[src/rtl/vending_machine_multi.sv]
// Multi-product vending machine: coin collection, priced selection with per-item
// stock, one-cycle vend pulse and greedy coin-by-coin change return.
module vending_machine_multi #(
  parameter int NUM_ITEMS  = 4,
  parameter int PRICE_BASE = 15,
  parameter int PRICE_STEP = 10,
  parameter int MAX_CREDIT = 95,
  parameter int MAX_STOCK  = 7,
  localparam int IDX_W = (NUM_ITEMS > 1) ? $clog2(NUM_ITEMS) : 1,
  localparam int CR_W  = $clog2(MAX_CREDIT + 1),
  localparam int ST_W  = $clog2(MAX_STOCK + 1)
) (
  input  logic             clk,
  input  logic             rst,
  input  logic [1:0]       in,
  input  logic             sel_valid,
  input  logic [IDX_W-1:0] sel,
  input  logic             cancel,
  input  logic             restock_valid,
  input  logic [IDX_W-1:0] restock_item,
  output logic             out,
  output logic [IDX_W-1:0] out_item,
  output logic [1:0]       change,
  output logic [CR_W-1:0]  credit,
  output logic             coin_reject,
  output logic             insufficient,
  output logic             sold_out,
  output logic             busy
);

  typedef enum logic [1:0] {IDLE, COLLECT, VEND, CHANGE} state_t;

  state_t           state_reg, state_next;
  logic [CR_W-1:0]  credit_next;
  logic             out_next, coin_reject_next, insufficient_next, sold_out_next;
  logic [IDX_W-1:0] out_item_next;
  logic [1:0]       change_next;
  logic             dec_en;

  logic [CR_W:0]         coin_val, credit_sum;
  logic [CR_W-1:0]       sel_price, chg_amt;
  logic [1:0]            chg_code;
  logic                  coin_nz, sel_ok, sel_empty;
  logic [NUM_ITEMS-1:0]  stock_empty;

  always_comb begin
    case (in)
      2'b01:   coin_val = (CR_W+1)'(5);
      2'b10:   coin_val = (CR_W+1)'(10);
      2'b11:   coin_val = (CR_W+1)'(25);
      default: coin_val = '0;
    endcase
  end

  assign coin_nz    = (in != 2'b00);
  assign credit_sum = {1'b0, credit} + coin_val;
  assign sel_price  = CR_W'(PRICE_BASE + int'(sel) * PRICE_STEP);
  assign sel_ok     = (int'(sel) < NUM_ITEMS);
  assign sel_empty  = sel_ok ? stock_empty[sel] : 1'b1;

  // Greedy change: largest coin not exceeding the remaining credit.
  always_comb begin
    if (credit >= CR_W'(25)) begin
      chg_code = 2'b11;
      chg_amt  = CR_W'(25);
    end else if (credit >= CR_W'(10)) begin
      chg_code = 2'b10;
      chg_amt  = CR_W'(10);
    end else begin
      chg_code = 2'b01;
      chg_amt  = CR_W'(5);
    end
  end

  always_comb begin
    state_next        = state_reg;
    credit_next       = credit;
    out_next          = 1'b0;
    out_item_next     = '0;
    change_next       = 2'b00;
    coin_reject_next  = 1'b0;
    insufficient_next = 1'b0;
    sold_out_next     = 1'b0;
    dec_en            = 1'b0;
    case (state_reg)
      IDLE, COLLECT: begin
        if (cancel && state_reg == COLLECT && credit != '0) begin
          state_next       = CHANGE;
          coin_reject_next = coin_nz;
        end else if (sel_valid) begin
          coin_reject_next = coin_nz;
          if (sel_empty) begin
            sold_out_next = 1'b1;
          end else if (credit < sel_price) begin
            insufficient_next = 1'b1;
          end else begin
            state_next    = VEND;
            out_next      = 1'b1;
            out_item_next = sel;
            credit_next   = credit - sel_price;
            dec_en        = 1'b1;
          end
        end else if (coin_nz) begin
          if (credit_sum <= (CR_W+1)'(MAX_CREDIT)) begin
            credit_next = credit_sum[CR_W-1:0];
            state_next  = COLLECT;
          end else begin
            coin_reject_next = 1'b1;
          end
        end
      end
      VEND: begin
        coin_reject_next = coin_nz;
        state_next       = (credit != '0) ? CHANGE : IDLE;
      end
      default: begin
        coin_reject_next = coin_nz;
        if (credit == '0) begin
          state_next = IDLE;
        end else begin
          change_next = chg_code;
          credit_next = credit - chg_amt;
        end
      end
    endcase
  end

  always_ff @(posedge clk or posedge rst) begin
    if (rst) begin
      state_reg    <= IDLE;
      credit       <= '0;
      out          <= 1'b0;
      out_item     <= '0;
      change       <= 2'b00;
      coin_reject  <= 1'b0;
      insufficient <= 1'b0;
      sold_out     <= 1'b0;
      busy         <= 1'b0;
    end else begin
      state_reg    <= state_next;
      credit       <= credit_next;
      out          <= out_next;
      out_item     <= out_item_next;
      change       <= change_next;
      coin_reject  <= coin_reject_next;
      insufficient <= insufficient_next;
      sold_out     <= sold_out_next;
      busy         <= (state_next == VEND) || (state_next == CHANGE);
    end
  end

  // Restock has priority over a simultaneous vend decrement of the same item.
  for (genvar gi = 0; gi < NUM_ITEMS; gi++) begin : g_stock
    logic [ST_W-1:0] cnt_reg;
    always_ff @(posedge clk or posedge rst) begin
      if (rst) begin
        cnt_reg <= ST_W'(MAX_STOCK);
      end else if (restock_valid && restock_item == IDX_W'(gi)) begin
        cnt_reg <= ST_W'(MAX_STOCK);
      end else if (dec_en && sel == IDX_W'(gi) && cnt_reg != '0) begin
        cnt_reg <= cnt_reg - ST_W'(1);
      end
    end
    assign stock_empty[gi] = (cnt_reg == '0);
  end

endmodule
[config.mk]
export PLATFORM = sky130hd
export DESIGN_NAME = vending_machine_multi
export DESIGN_NICKNAME = d
export VERILOG_FILES = /design/src/rtl/vending_machine_multi.sv
export SDC_FILE = /design/constraint.sdc
export NUM_CORES = 1
export LEC_CHECK = 0
export CAP_MARGIN = 10
export CORE_MARGIN = 3
export CORE_UTILIZATION = 42
export CTS_CLUSTER_SIZE = 30
export DETAILED_ROUTE_END_ITERATION = 12
export PLACE_DENSITY = 0.66
export SYNTH_ARGS = -nofsm -noshare
export SYNTH_HDL_FRONTEND = slang
export SYNTH_SLANG_ARGS = --single-unit
[constraint.sdc]
create_clock -name clk -period 3.7 [get_ports clk]
set_clock_uncertainty 0.2 [all_clocks]
set_input_delay 0.74 -clock clk [delete_from_list [all_inputs] [get_ports clk]]
set_output_delay 0.74 -clock clk [all_outputs]
set_load 0.01 [all_outputs]
==> impl_metrics.py, run 1 <==
metrics = {
    "sta": {
        "setup_viol": 0,
        "rsz0062_at_grt": "false",
        "slew_violations": 0,
        "period_minus_slack_ns": 3.56,
        "relSlewSlack_pct": 38.5,
        "fmax_ghz": 0.281,
        "fin_setup_tns_ns": 0,
        "finalHoldViolCount": 0,
        "tightest_slew_ns": 0.921,
        "fin_crit_sh_pct": 96.2,
    },
    "global_route": {
        "gr-total-overflow": 0,
        "grt_pass1_wl_um": 9380,
        "grt_max_degree": 25,
        "antenna_found_initial": 0,
        "grt_pass1_vias": 1920,
        "grt_util_all_layers_pct": 18.2,
    },
    "floorplanning": {
        "num_rows": 27,
        "fp.dieW_um": 82.3,
        "core_area_um2": 5570,
        "io_pins": 27,
        "die_height_um": 82.3,
        "initial_core_util_pct": 43.9,
        "die-area_um2": 6780,
    },
    "yosys": {
        "yosysWarnings": 0,
        "ys_ff_latch": 29,
        "ys_seq_area_share_pct": 30.3,
        "synth.largest_area_cell": "dfrtp_1",
        "syn_avg_cell_area_um2": 9.20,
        "synth_edf_count": 0,
        "netlist.area_leader.share_pct": 17.4,
        "synthSimpleGateAreaFrac_pct": 18.1,
        "synthArstFlopShare_pct": 100,
        "yosys-mux-area-fraction_pct": 3.73,
        "synth_area_leaders": "dfrtp_1, ha_1, dfstp_2",
        "synth_compound_gate_area_share_pct": 23.1,
        "synthCells": 266,
        "synth_top_family_by_area": "compound AO/OA/AOI/OAI gates",
        "synth_area_um2": 2450,
        "synth_fa_ha_area_share_pct": 16.8,
        "ys_types": 58,
        "synth_xor_area_share_pct": 2.86,
        "synth_ff_type": "dfrtp_1",
        "syn_nets": 308,
    },
    "clock_tree": {
        "cts_hold_buf": 0,
        "tritoncts": "done",
        "clk_latency_ns": 0.29,
        "path_clk_slew_ns": 0.07,
        "numClockSinks": 29,
        "htreeDepth": 2,
        "clockRootBuffer": "clkbuf_8",
        "cts.path.max_buffers": 2,
        "cts_buffers": 5,
    },
    "placed_design": {
        "dp_hpwl_um": 4520,
        "place_area_um2": 2960,
        "gp_congestion": 0.862,
        "placement.io_buffers": 26,
    },
    "critical_path": {
        "critPathKind": "primary input to flop",
        "crit_required_ns": 3.67,
        "critPathCaptureType": "flop",
        "arrival_ns": 3.53,
        "path_max_fanout": 6,
        "startpoint_type": "primary input",
    },
    "cells_and_area": {
        "layout-drive-gt1-share_pct": 18.8,
        "design_area_um2": 3050,
        "largest_register_ffs": 12,
        "syn_to_final_growth_pct": 24.5,
        "layout.nets": 360,
        "num_antenna_cells": 0,
    },
    "pwr": {
        "p_sw_share_pct": 40.9,
        "power_frac_clock_pct": 12.7,
        "powerDensity_nw_per_um2": 687,
        "cellLeakagePower_nw": 1.40,
        "ir_worst_vdd_v": 0.000336,
        "internal_power_mw": 1.24,
        "power_frac_comb_pct": 65.5,
        "pwr-share-seq_pct": 21.7,
        "p_switching_mw": 0.856,
    },
    "route": {
        "vias": 2117,
        "postRouteAntennaNets": 0,
        "routedWlPerCell_um": 14.5,
        "vias_per_cell": 5.41,
        "routed_wirelength_um": 5650,
        "drtPass1Iterations": 4,
        "drc": 0,
        "drtIter0Drc": 100,
    },
    "flow_run": {
        "maxCapViolCount": 0,
    },
    "hold_path": {
        "hold_path.class": "flop to flop",
    },
    "outcome": {
        "status": "completed",
    },
}
-- cells by family (layout without fill, tap and decap cells) --
kind of cell / after synthesis / after routing
buf+inv: 31 / 84
compound gates: 78 / 78
xor+xnor: 8 / 8
mux: 7 / 7
fa+ha+maj: 31 / 31
simple gates: 82 / 82
flops: 29 / 29
-- critical path, cell delays in order --
cell,delay [ns]
clkdlybuf4s50_1,0.49
inv_1,0.06
ha_1,0.28
ha_1,0.21
a211oi_1,0.27
o21ai_0,0.17
a311o_2,0.42
a21bo_2,0.21
or2_1,0.34
mux2_4,0.34
-- worst paths after layout --
check	slack, ns	end	from	depth (start not counted)
max in group asynchronous	1.80	g_stock[1].cnt_reg[2]	rst	3
worst min-delay path	0.30	g_stock[3].cnt_reg[1]	g_stock[3].cnt_reg[1]	2
min in group asynchronous	0.76	credit[0]	rst	2
worst max-delay path	0.14	credit[3]	sel[0]	10
worst max register to register	0.24	credit[6]	credit[2]	12
worst min register to register	0.30	g_stock[3].cnt_reg[1]	g_stock[3].cnt_reg[1]	2
-- Yosys cell counts, drive strengths merged (2+ instances only) --
cell / number
ha: 28
inv: 24
nor2: 19
o21ai: 19
dfrtp: 17
nand2: 17
dfstp: 12
a21oi: 10
a211oi: 9
nor2b: 9
a21o: 8
nand2b: 6
xnor2: 6
mux2: 5
nand3b: 5
nand4: 5
nor3: 5
o211ai: 5
buf: 4
o21a: 4
o31ai: 4
a31oi: 3
clkbuf: 3
fa: 3
nand3: 3
a311o: 2
mux2i: 2
o2111ai: 2
o311ai: 2
or2: 2
or3: 2
or3b: 2
xor2: 2
-- power by group through the flow --
stage	Combinational, mW	Sequential [mW]	Clock [mW]
2_1_floorplan	0.876	0.474	0
3_3_place_gp	1.35	0.459	0
3_5_place_dp	1.37	0.459	0
4_1_cts	1.37	0.454	0.274
5_1_grt	1.51	0.463	0.282
6_report	1.37	0.454	0.266
-- routing by layer --
layer	vias up	global-route usage, %	wire, um
met3	6	3.69	172
met4	0	4.49	59
met2	28	27.5	2530
met1	1013	26.4	2890
met5	-	0	0
li1	1070	-	-
-- cell usage in the layout (no fill, tap or decap), types with 6 or more instances in the layout --
master,synthesis,routed
a211oi_1,8,8
a21o_1,8,8
a21oi_1,10,10
buf_4,0,26
clkbuf_8,0,6
clkdlybuf4s50_1,0,26
dfrtp_1,17,17
dfstp_2,12,12
ha_1,28,28
inv_1,24,24
nand2_1,16,16
nand2b_1,6,6
nor2_1,19,19
nor2b_1,9,9
o21ai_0,19,18
xnor2_1,6,6
-- timing repair --
item / in CTS / in global routing
hold endpoints to repair: 0 / 0
setup endpoints to repair: 0 / 4
buffers inserted: 0 / 0
resized for setup: 0 / 1
-- stage by stage --
step	setup WS, ns	total power [mW]	instances	hold slack [ns]	utilization, %
6_report	0.141	2.09	391	0.305	54.6
5_1_grt	0.00321	2.25	391	0.334	54.6
4_1_cts	0.166	2.10	391	0.314	54.6
3_5_place_dp	-0.128	1.82	383	0.306	53.0
3_3_place_gp	-0.0747	1.81	383	0.293	53.0
2_1_floorplan	0.460	1.35	266	0.280	-
-- layout make-up --
type | count | area, um2
clock buffers | 8 | 90.1
inverters | 24 | 90.1
fillers | 518 | 2530
multi-input cells | 206 | 1580
well taps | 72 | 90.1
flip-flops and latches | 29 | 741
repair buffers | 52 | 455
Power figures use the tool's default switching activity.
==> run 2, diff against run 1 <==
PLACE_DENSITY = not set   (was 0.66)
==> impl_metrics.py, run 2 (synthesis results as in run 1) <==
metrics = {
    "pwr": {
        "powerDensity_nw_per_um2": 689,
        "ir_worst_vdd_v": 0.000360,
        "cellLeakagePower_nw": 1.40,
    },
    "route": {
        "drtPass1Iterations": 4,
        "vias_per_cell": 5.35,
        "postRouteAntennaNets": 0,
        "routedWlPerCell_um": 15.0,
        "vias": 2093,
        "routed_wirelength_um": 5860,
        "drc": 0,
        "drtIter0Drc": 80,
    },
    "critical_path": {
        "crit_required_ns": 3.67,
        "arrival_ns": 3.53,
        "critPathMaxStageDelay_ns": 0.48,
        "startpoint_type": "primary input",
        "startpoint": "sel[0]",
        "critPathKind": "primary input to flop",
        "cpLargestDelayFamily": "compound AO/OA/AOI/OAI gates",
        "critPathCaptureType": "flop",
        "timing.rr.start": "credit[2]",
        "path_buf_inv": 2,
        "path_max_fanout": 6,
        "cp_cell_sequence": "clkdlybuf4s50_1 -> inv_1 -> ha_1 -> ha_1 -> o21ai_0 -> o21ai_0 -> a311o_2 -> a21bo_2 -> or2_1 -> mux2_4",
        "crit_path_top_delay_cell": "clkdlybuf4s50_1",
    },
    "clock_tree": {
        "path_clk_slew_ns": 0.06,
        "clk_latency_ns": 0.28,
        "postCtsSetupRepairBufs": 0,
        "cts.path.max_buffers": 2,
        "cts_buffers": 5,
        "numClockSinks": 29,
        "clockRootBuffer": "clkbuf_8",
        "tritoncts": "done",
        "cts_hold_buf": 0,
        "post_cts_resized": 0,
        "htreeDepth": 2,
    },
    "flow_run": {
        "maxCapViolCount": 0,
    },
    "sta": {
        "finalHoldViolCount": 0,
        "fmax_ghz": 0.280,
        "slew_violations": 0,
        "period_minus_slack_ns": 3.57,
        "fin_crit_sh_pct": 96.4,
        "setup_viol": 0,
        "rsz0062_at_grt": "false",
        "tightest_slew_ns": 0.919,
        "fin_setup_tns_ns": 0,
        "whs_ns": 0.309,
        "relSlewSlack_pct": 38.7,
    },
    "cells_and_area": {
        "layout.nets": 360,
        "layout-drive-gt1-share_pct": 18.8,
        "syn_to_final_growth_pct": 24.5,
        "final_common_cell": "ha_1",
        "num_antenna_cells": 0,
        "layout_common_cells": "ha_1, clkdlybuf4s50_1, buf_4, inv_1",
        "finish.utilization_pct": 54.6,
        "largest_register_ffs": 12,
    },
    "placed_design": {
        "gp_congestion": 0.973,
        "dp_hpwl_um": 4690,
        "placement.io_buffers": 26,
    },
    "outcome": {
        "status": "completed",
    },
    "global_route": {
        "grt_util_all_layers_pct": 18.7,
        "antenna_found_initial": 0,
        "gr-total-overflow": 0,
        "grt_pass1_wl_um": 9570,
        "grt_max_degree": 25,
        "grt_pass1_vias": 1981,
    },
    "floorplanning": {
        "die_height_um": 82.3,
        "io_pins": 27,
        "core_area_um2": 5570,
        "die-area_um2": 6780,
        "initial_core_util_pct": 43.9,
        "num_rows": 27,
        "fp.dieW_um": 82.3,
    },
    "hold_path": {
        "hp-start": "g_stock[0].cnt_reg[2]",
        "hold_path.class": "flop to flop",
    },
}
-- run 2: changes by cell type in the layout (fill, tap and decap cells not counted) --
| cell | change |
|---|---|
| o21ai_1 | -1 |
| o21ai_0 | +1 |
-- run 2: report_power, final --
group / total, mW / internal [mW] / leakage, nW / switching [mW]
Sequential: 0.450 / 0.380 / 0.324 / 0.0697
Clock: 0.268 / 0.151 / 0.0455 / 0.117
Combinational: 1.38 / 0.704 / 1.03 / 0.675
-- run 2: through the flow --
| stage | std cells | instance area [um2] | power, mW | worst slack (ns) |
|---|---|---|---|---|
| after global routing | 391 | 3050 | 2.27 | 0.00521 |
| after detailed placement | 383 | 2960 | 1.83 | -0.119 |
| final | 391 | 3050 | 2.10 | 0.132 |
| after floorplan | 266 | 2450 | 1.35 | 0.460 |
| after global placement | 383 | 2960 | 1.82 | -0.0815 |
| after CTS | 391 | 3050 | 2.10 | 0.157 |
-- run 2: final timing paths --
kind | end | slack (ns) | cells after the start
setup / recovery | credit[5] | 0.13 | 10
hold / removal | g_stock[0].cnt_reg[2] | 0.31 | 2
setup reg to reg | credit[6] | 0.28 | 12
hold reg to reg | g_stock[0].cnt_reg[2] | 0.31 | 2
max in group asynchronous | g_stock[1].cnt_reg[0] | 1.82 | 3
min in group asynchronous | out_item[0] | 0.76 | 2
-- run 2: cell type report --
class	count	area, um2
Tap cell	72	90.1
Multi-Input combinational cell	206	1580
Inverter	24	90.1
Clock buffer	8	90.1
Fill cell	512	2530
Timing Repair Buffer	52	455
Sequential cell	29	741
-- run 2: per-layer routing --
metal / GRT usage [%] / wire length (um)
met1: 27.5 / 3020
met2: 28.1 / 2580
met3: 3.25 / 221
met4: 4.65 / 40
met5: 0 / 0
-- run 2: worst reg2reg max path, stage by stage, from the launching register on --
cell and delay (ns):
dfrtp_1 0.38, or3_1 0.46, a311oi_1 0.40, nor2b_1 0.21, inv_1 0.08, ha_1 0.22
fa_1 0.42, nor2b_1 0.17, nor3_1 0.08, o21ai_0 0.27, o311ai_0 0.18, o21ai_0 0.13
xnor2_1 0.14
==> edit 1, RTL diff (settings of run 1) <==
Put one more register stage on the output `credit`. The value now appears one clock later. The other outputs are not delayed to match.
--- a/src/rtl/vending_machine_multi.sv
+++ b/src/rtl/vending_machine_multi.sv
@@ -31,4 +31,6 @@
   typedef enum logic [1:0] {IDLE, COLLECT, VEND, CHANGE} state_t;
 
+  logic [CR_W-1:0] credit_s0;
+
   state_t           state_reg, state_next;
   logic [CR_W-1:0]  credit_next;
@@ -54,5 +56,5 @@
 
   assign coin_nz    = (in != 2'b00);
-  assign credit_sum = {1'b0, credit} + coin_val;
+  assign credit_sum = {1'b0, credit_s0} + coin_val;
   assign sel_price  = CR_W'(PRICE_BASE + int'(sel) * PRICE_STEP);
   assign sel_ok     = (int'(sel) < NUM_ITEMS);
@@ -61,8 +63,8 @@
   // Greedy change: largest coin not exceeding the remaining credit.
   always_comb begin
-    if (credit >= CR_W'(25)) begin
+    if (credit_s0 >= CR_W'(25)) begin
       chg_code = 2'b11;
       chg_amt  = CR_W'(25);
-    end else if (credit >= CR_W'(10)) begin
+    end else if (credit_s0 >= CR_W'(10)) begin
       chg_code = 2'b10;
       chg_amt  = CR_W'(10);
@@ -75,5 +77,5 @@
   always_comb begin
     state_next        = state_reg;
-    credit_next       = credit;
+    credit_next       = credit_s0;
     out_next          = 1'b0;
     out_item_next     = '0;
@@ -85,5 +87,5 @@
     case (state_reg)
       IDLE, COLLECT: begin
-        if (cancel && state_reg == COLLECT && credit != '0) begin
+        if (cancel && state_reg == COLLECT && credit_s0 != '0) begin
           state_next       = CHANGE;
           coin_reject_next = coin_nz;
@@ -92,5 +94,5 @@
           if (sel_empty) begin
             sold_out_next = 1'b1;
-          end else if (credit < sel_price) begin
+          end else if (credit_s0 < sel_price) begin
             insufficient_next = 1'b1;
           end else begin
@@ -98,5 +100,5 @@
             out_next      = 1'b1;
             out_item_next = sel;
-            credit_next   = credit - sel_price;
+            credit_next   = credit_s0 - sel_price;
             dec_en        = 1'b1;
           end
@@ -112,13 +114,13 @@
       VEND: begin
         coin_reject_next = coin_nz;
-        state_next       = (credit != '0) ? CHANGE : IDLE;
+        state_next       = (credit_s0 != '0) ? CHANGE : IDLE;
       end
       default: begin
         coin_reject_next = coin_nz;
-        if (credit == '0) begin
+        if (credit_s0 == '0) begin
           state_next = IDLE;
         end else begin
           change_next = chg_code;
-          credit_next = credit - chg_amt;
+          credit_next = credit_s0 - chg_amt;
         end
       end
@@ -129,5 +131,5 @@
     if (rst) begin
       state_reg    <= IDLE;
-      credit       <= '0;
+      credit_s0    <= '0;
       out          <= 1'b0;
       out_item     <= '0;
@@ -139,5 +141,5 @@
     end else begin
       state_reg    <= state_next;
-      credit       <= credit_next;
+      credit_s0    <= credit_next;
       out          <= out_next;
       out_item     <= out_item_next;
@@ -165,3 +167,7 @@
   end
 
+  always_ff @(posedge clk) begin
+    credit <= credit_s0;
+  end
+
 endmodule
Check against the original RTL: not equivalent (a bounded check fails within 4 cycles, from zero or initial values and one cycle with rst high).
==> edit 1 against run 1 <==
Design area grew 6.4%; worst hold slack got worse by 11 ps; setup slack gained 97 ps; critical path depth rose by 2; via count rose by 3.2%; clock power rose by 12%; sequential cell count up 7; largest cell class unchanged; synthesized area rose by 11%; global-route usage fell by 1.4 points; routed wire length rose by 5.1%; count of clock-buffer cells in the layout decreased by 1; power is 12% higher; highest routed layer unchanged.
==> edit 1: results (changes against run 1) <==
Switch Pwr: 0.000973 W (was 0.000856 W)
Worst-path fanout max: 4 (was 6)
1st-pass router iterations: 5 (was 4)
PostCTS Resize Cnt: 0 (unchanged)
ANT cells: 0 (unchanged)
Run status: finished clean (unchanged)
Skew-Pair Late Insertion Delay: 290 ps (about the same)
Drt first-iter violations: 131 (was 100)
Pre-CTS setup slack: -44.4 ps (was -128 ps)
Fillers: 566 (was 518)
Total CTS buffers: 5 (unchanged)
Ratio of cells with drive above 1 in the final layout: 16.6% (was 18.8%)
Max reg flops: 12 (unchanged)
Nets: 366 (was 360)
Post-DP HPWL: 4.61 mm (was 4.52 mm)
Post-synth top cells: 28 x ha_1, 23 x inv_1, 18 x nand2_1, 18 x o21ai_0 (was 28 x ha_1, 24 x inv_1, 19 x nor2_1, 19 x o21ai_0, 17 x dfrtp_1)
Pin count of the biggest net entering global routing: 26 (was 25)
Clk root buf: clkbuf_8 (unchanged)
CTS HTree Levels: 2 (unchanged)
Total number of vias: 2184 (was 2117)
Reg clk slew, reported paths: 80 ps
P_leak: 1.44 nW (was 1.40 nW)
CP max-delay cell: a311oi_1 (was clkdlybuf4s50_1)
Hold crit path type: reg -> reg (unchanged)
Mapped Cells: 284 (was 266)
Setup bufs post-CTS: 0 (unchanged)
Peak VDD IR: 474 uV (was 336 uV)
First-pass GRT wire length: 9.86 mm (was 9.38 mm)
Tot GR Track Use: 16.7% (was 18.2%)
Port bufs: 26 (unchanged)
Synth area leaders: dfrtp_1 16%, ha_1 13%, dfstp_2 12% (was dfrtp_1 17%, ha_1 14%, dfstp_2 13%)
Total Wirelength: 5.94 mm (was 5.65 mm)
Post-synth net total: 326 (was 308)
Yosys warns: 0 (unchanged)
Sequential area share after synthesis: 32.5% (was 30.3%)
Worst Tran Pin Value: 789 ps (was 921 ps)
RD Place Congestion: 0.879 (was 0.862)
GRT Residual Overflow: 0 (unchanged)
Distinct cells, synth: 52 (was 58)
Fin cells: 400 (was 391)
Synth async-reset ratio: 80.6% (was 100%)
Number of global-route vias before repair: 2082 (was 1920)
Crit path DAT: 3470 ps (was 3530 ps)
Clk buf depth: 2 (unchanged)
Post-Place Cells: 392 (was 383)
==> edit 1: metal layers <==
| layer | vias up | routed length [um] | global-route usage [%] | share of wire, % |
|---|---|---|---|---|
| met5 | - | 0 | 0 | 0 |
| met4 | 0 | 79 | 4.25 | 1.3 |
| met3 | 10 | 261 | 3.52 | 4.4 |
| met2 | 52 | 2700 | 26.0 | 45 |
| met1 | 1021 | 2900 | 23.7 | 49 |
| li1 | 1101 | - | - | - |
==> edit 1: power groups by stage <==
| stage | Clock (W) | Combinational [W] | Sequential (W) |
|---|---|---|---|
| after global routing | 0.000321 | 0.00159 | 0.000613 |
| final | 0.000297 | 0.00144 | 0.000602 |
| after CTS | 0.000306 | 0.00144 | 0.000602 |
| after floorplan | 0 | 0.00100 | 0.000610 |
| after global placement | 0 | 0.00142 | 0.000606 |
| after detailed placement | 0 | 0.00144 | 0.000608 |
==> edit 1: path summary, 6_finish.rpt <==
kind | from | end | slack (ps) | cells past startpoint
hold reg to reg | credit_s0[5] | credit[5] | 290 | 0
setup reg to reg | credit_s0[1] | credit_s0[6] | 240 | 12
min in group asynchronous | rst | out_item[1] | 660 | 2
setup / recovery | credit_s0[1] | credit_s0[6] | 240 | 12
max in group asynchronous | rst | g_stock[0].cnt_reg[2] | 1900 | 3
hold / removal | credit_s0[5] | credit[5] | 290 | 0
==> edit 1: layout make-up <==
cell class / count / share of cell area, %
Clock buffer: 7 / 2.67
Clock inverter: 1 / 0.232
Inverter: 23 / 2.67
Multi-Input combinational cell: 218 / 53.1
Sequential cell: 36 / 27.2
Tap cell: 75 / 2.90
Timing Repair Buffer: 40 / 11.3
==> edit 1: logic make-up (layout without fill, tap and decap cells) <==
| kind of cell | after synthesis | in the layout | share of synthesized area (%) |
|---|---|---|---|
| AND/OR/NAND/NOR | 93 | 93 | 20.9 |
| AO/OA/AOI/OAI | 76 | 76 | 19.8 |
| flip-flops | 36 | 36 | 32.5 |
| adder cells (fa/ha/maj) | 31 | 31 | 15.1 |
| buffers and inverters | 30 | 71 | 4.20 |
| multiplexers | 10 | 10 | 4.89 |
| XOR/XNOR | 8 | 8 | 2.58 |
==> edit 1: stage by stage <==
stage / setup TNS [ps] / cell area [um2]
2_1_floorplan: 0 / 2710
3_3_place_gp: -49.3 / 3150
3_5_place_dp: -164 / 3150
4_1_cts: 0 / 3240
5_1_grt: 0 / 3240
6_report: 0 / 3240
==> edit 1: worst register-to-register path, delay by kind of cell (launching register included) <==
family	cells	cell delay, ps
DFF	1	380
AOI/OAI and AO/OA	5	1170
adders and majority gates	2	610
xor gates and xnor gates	1	160
and+or+nand+nor	3	780
buffers and inverters	1	80
==> edit 2, RTL diff (settings of run 1) <==
Made on the original files. The parameter `MAX_STOCK` goes from 7 to 6.
--- a/src/rtl/vending_machine_multi.sv
+++ b/src/rtl/vending_machine_multi.sv
@@ -6,5 +6,5 @@
   parameter int PRICE_STEP = 10,
   parameter int MAX_CREDIT = 95,
-  parameter int MAX_STOCK  = 7,
+  parameter int MAX_STOCK  = 6,
   localparam int IDX_W = (NUM_ITEMS > 1) ? $clog2(NUM_ITEMS) : 1,
   localparam int CR_W  = $clog2(MAX_CREDIT + 1),
Formal check against the unedited RTL: no difference found for any inputs over 4 cycles, from zero or initial values and one cycle with rst high; that may be too few to reach the edited logic, so the function may still have changed.
==> edit 2 against run 1 <==
Combinational power down 3%; power fell by 2.8%; final cell count shrank 0.51%; sequential cell count stayed put; synthesized area is 0.20% lower; fmax is 3.6% higher; worst hold slack worse by 2.0 ps; synthesized cell count grew 0.38%; core utilization down 0.54 points; design area is 0.99% lower; sequential share of layout area up 0.076 points; routed wire length grew 5.1%; setup slack improved by 120 ps; critical path depth is the same; critical path type unchanged; critical endpoint is now credit[5]; largest power group unchanged; highest routed layer unchanged.
==> edit 2: results (changes against run 1) <==
Post-synth top cells: 28 x ha_1, 24 x inv_1, 22 x nor2_1, 21 x dfrtp_1, 17 x o21ai_0 (was 28 x ha_1, 24 x inv_1, 19 x nor2_1, 19 x o21ai_0, 17 x dfrtp_1)
Switch Pwr: 0.000885 W (was 0.000856 W)
Final clock-cell share: 2.74% (was 2.96%)
Fillers: 529 (was 518)
Final Util: 54.1% (was 54.6%)
Clkbuf count: 6 (was 8)
Fraction of area in multi-input gates: 52.5% (was 51.8%)
Nets: 358 (was 360)
Vias/cell: 5.36 (was 5.41)
Setup bufs post-CTS: 0 (unchanged)
Worst-path fanout max: 5 (was 6)
Total Wirelength: 5.94 mm (was 5.65 mm)
Worst Setup EP: credit[5] (was credit[3])
Number of buffers outside the clock class in the layout: 49 (was 52)
Post-DP HPWL: 4.67 mm (was 4.52 mm)
Tot GR Track Use: 19.0% (was 18.2%)
Clock Power Share: 12.4% (was 12.7%)
Hold slack: 303 ps (was 305 ps)
Drt first-iter violations: 108 (was 100)
Sequential cell count: 29 (unchanged)
Setup crit start: sel[1] (was sel[0])
Crit path DAT: 3400 ps (was 3530 ps)
Sequential area share after synthesis: 30.1% (was 30.3%)
Run status: finished clean (unchanged)
Pin count of the biggest net entering global routing: 21 (was 25)
Relative slew slack: 51.9% (was 38.5%)
1st-pass router iterations: 5 (was 4)
Buffering overhead: 14.4% (was 15.0%)
Synth area leaders: dfrtp_1 22%, ha_1 14%, dfstp_2 8.6% (was dfrtp_1 17%, ha_1 14%, dfstp_2 13%)
Count of multi-input gates: 207 (was 206)
Register Area: 736 um2 (was 741 um2)
Post-DP Area: 2930 um2 (was 2960 um2)
Number of global-route vias before repair: 2033 (was 1920)
Ratio of cells with drive above 1 in the final layout: 14.8% (was 18.8%)
Post-synth net total: 309 (was 308)
RD Place Congestion: 0.863 (was 0.862)
First-pass GRT wire length: 9.70 mm (was 9.38 mm)
Comb. pwr: 0.00133 W (was 0.00137 W)
## edit 2: critical path, stage by stage
cell             delay, ps
clkdlybuf4s50_1        490
inv_1                   60
ha_1                   270
ha_1                   210
a211oi_1               240
o21ai_0                170
a311o_1                390
a21bo_1                190
or2_1                  290
mux2_1                 340
## edit 2: per-layer routing
| metal | GRT usage [%] | wire (um) |
|---|---|---|
| met5 | 0 | 0 |
| met4 | 6.15 | 56 |
| met3 | 3.47 | 242 |
| met2 | 29.6 | 2680 |
| met1 | 26.3 | 2960 |
## edit 2: metrics by stage
step / cells / setup slack (ps) / total power [W]
CTS: 389 / 262 / 0.00203
finish: 389 / 266 / 0.00203
floorplan: 267 / 482 / 0.00129
detailed placement: 381 / -24.2 / 0.00177
global placement: 381 / 14.6 / 0.00175
global route: 389 / 87.4 / 0.00221
## edit 2: cell families after synthesis
logic type,synth area share [%]
buf+inv,4.97
mux,3.59
compound gates,22.6
xor+xnor,3.23
fa+ha+maj,16.8
flops,30.1
simple gates,18.7
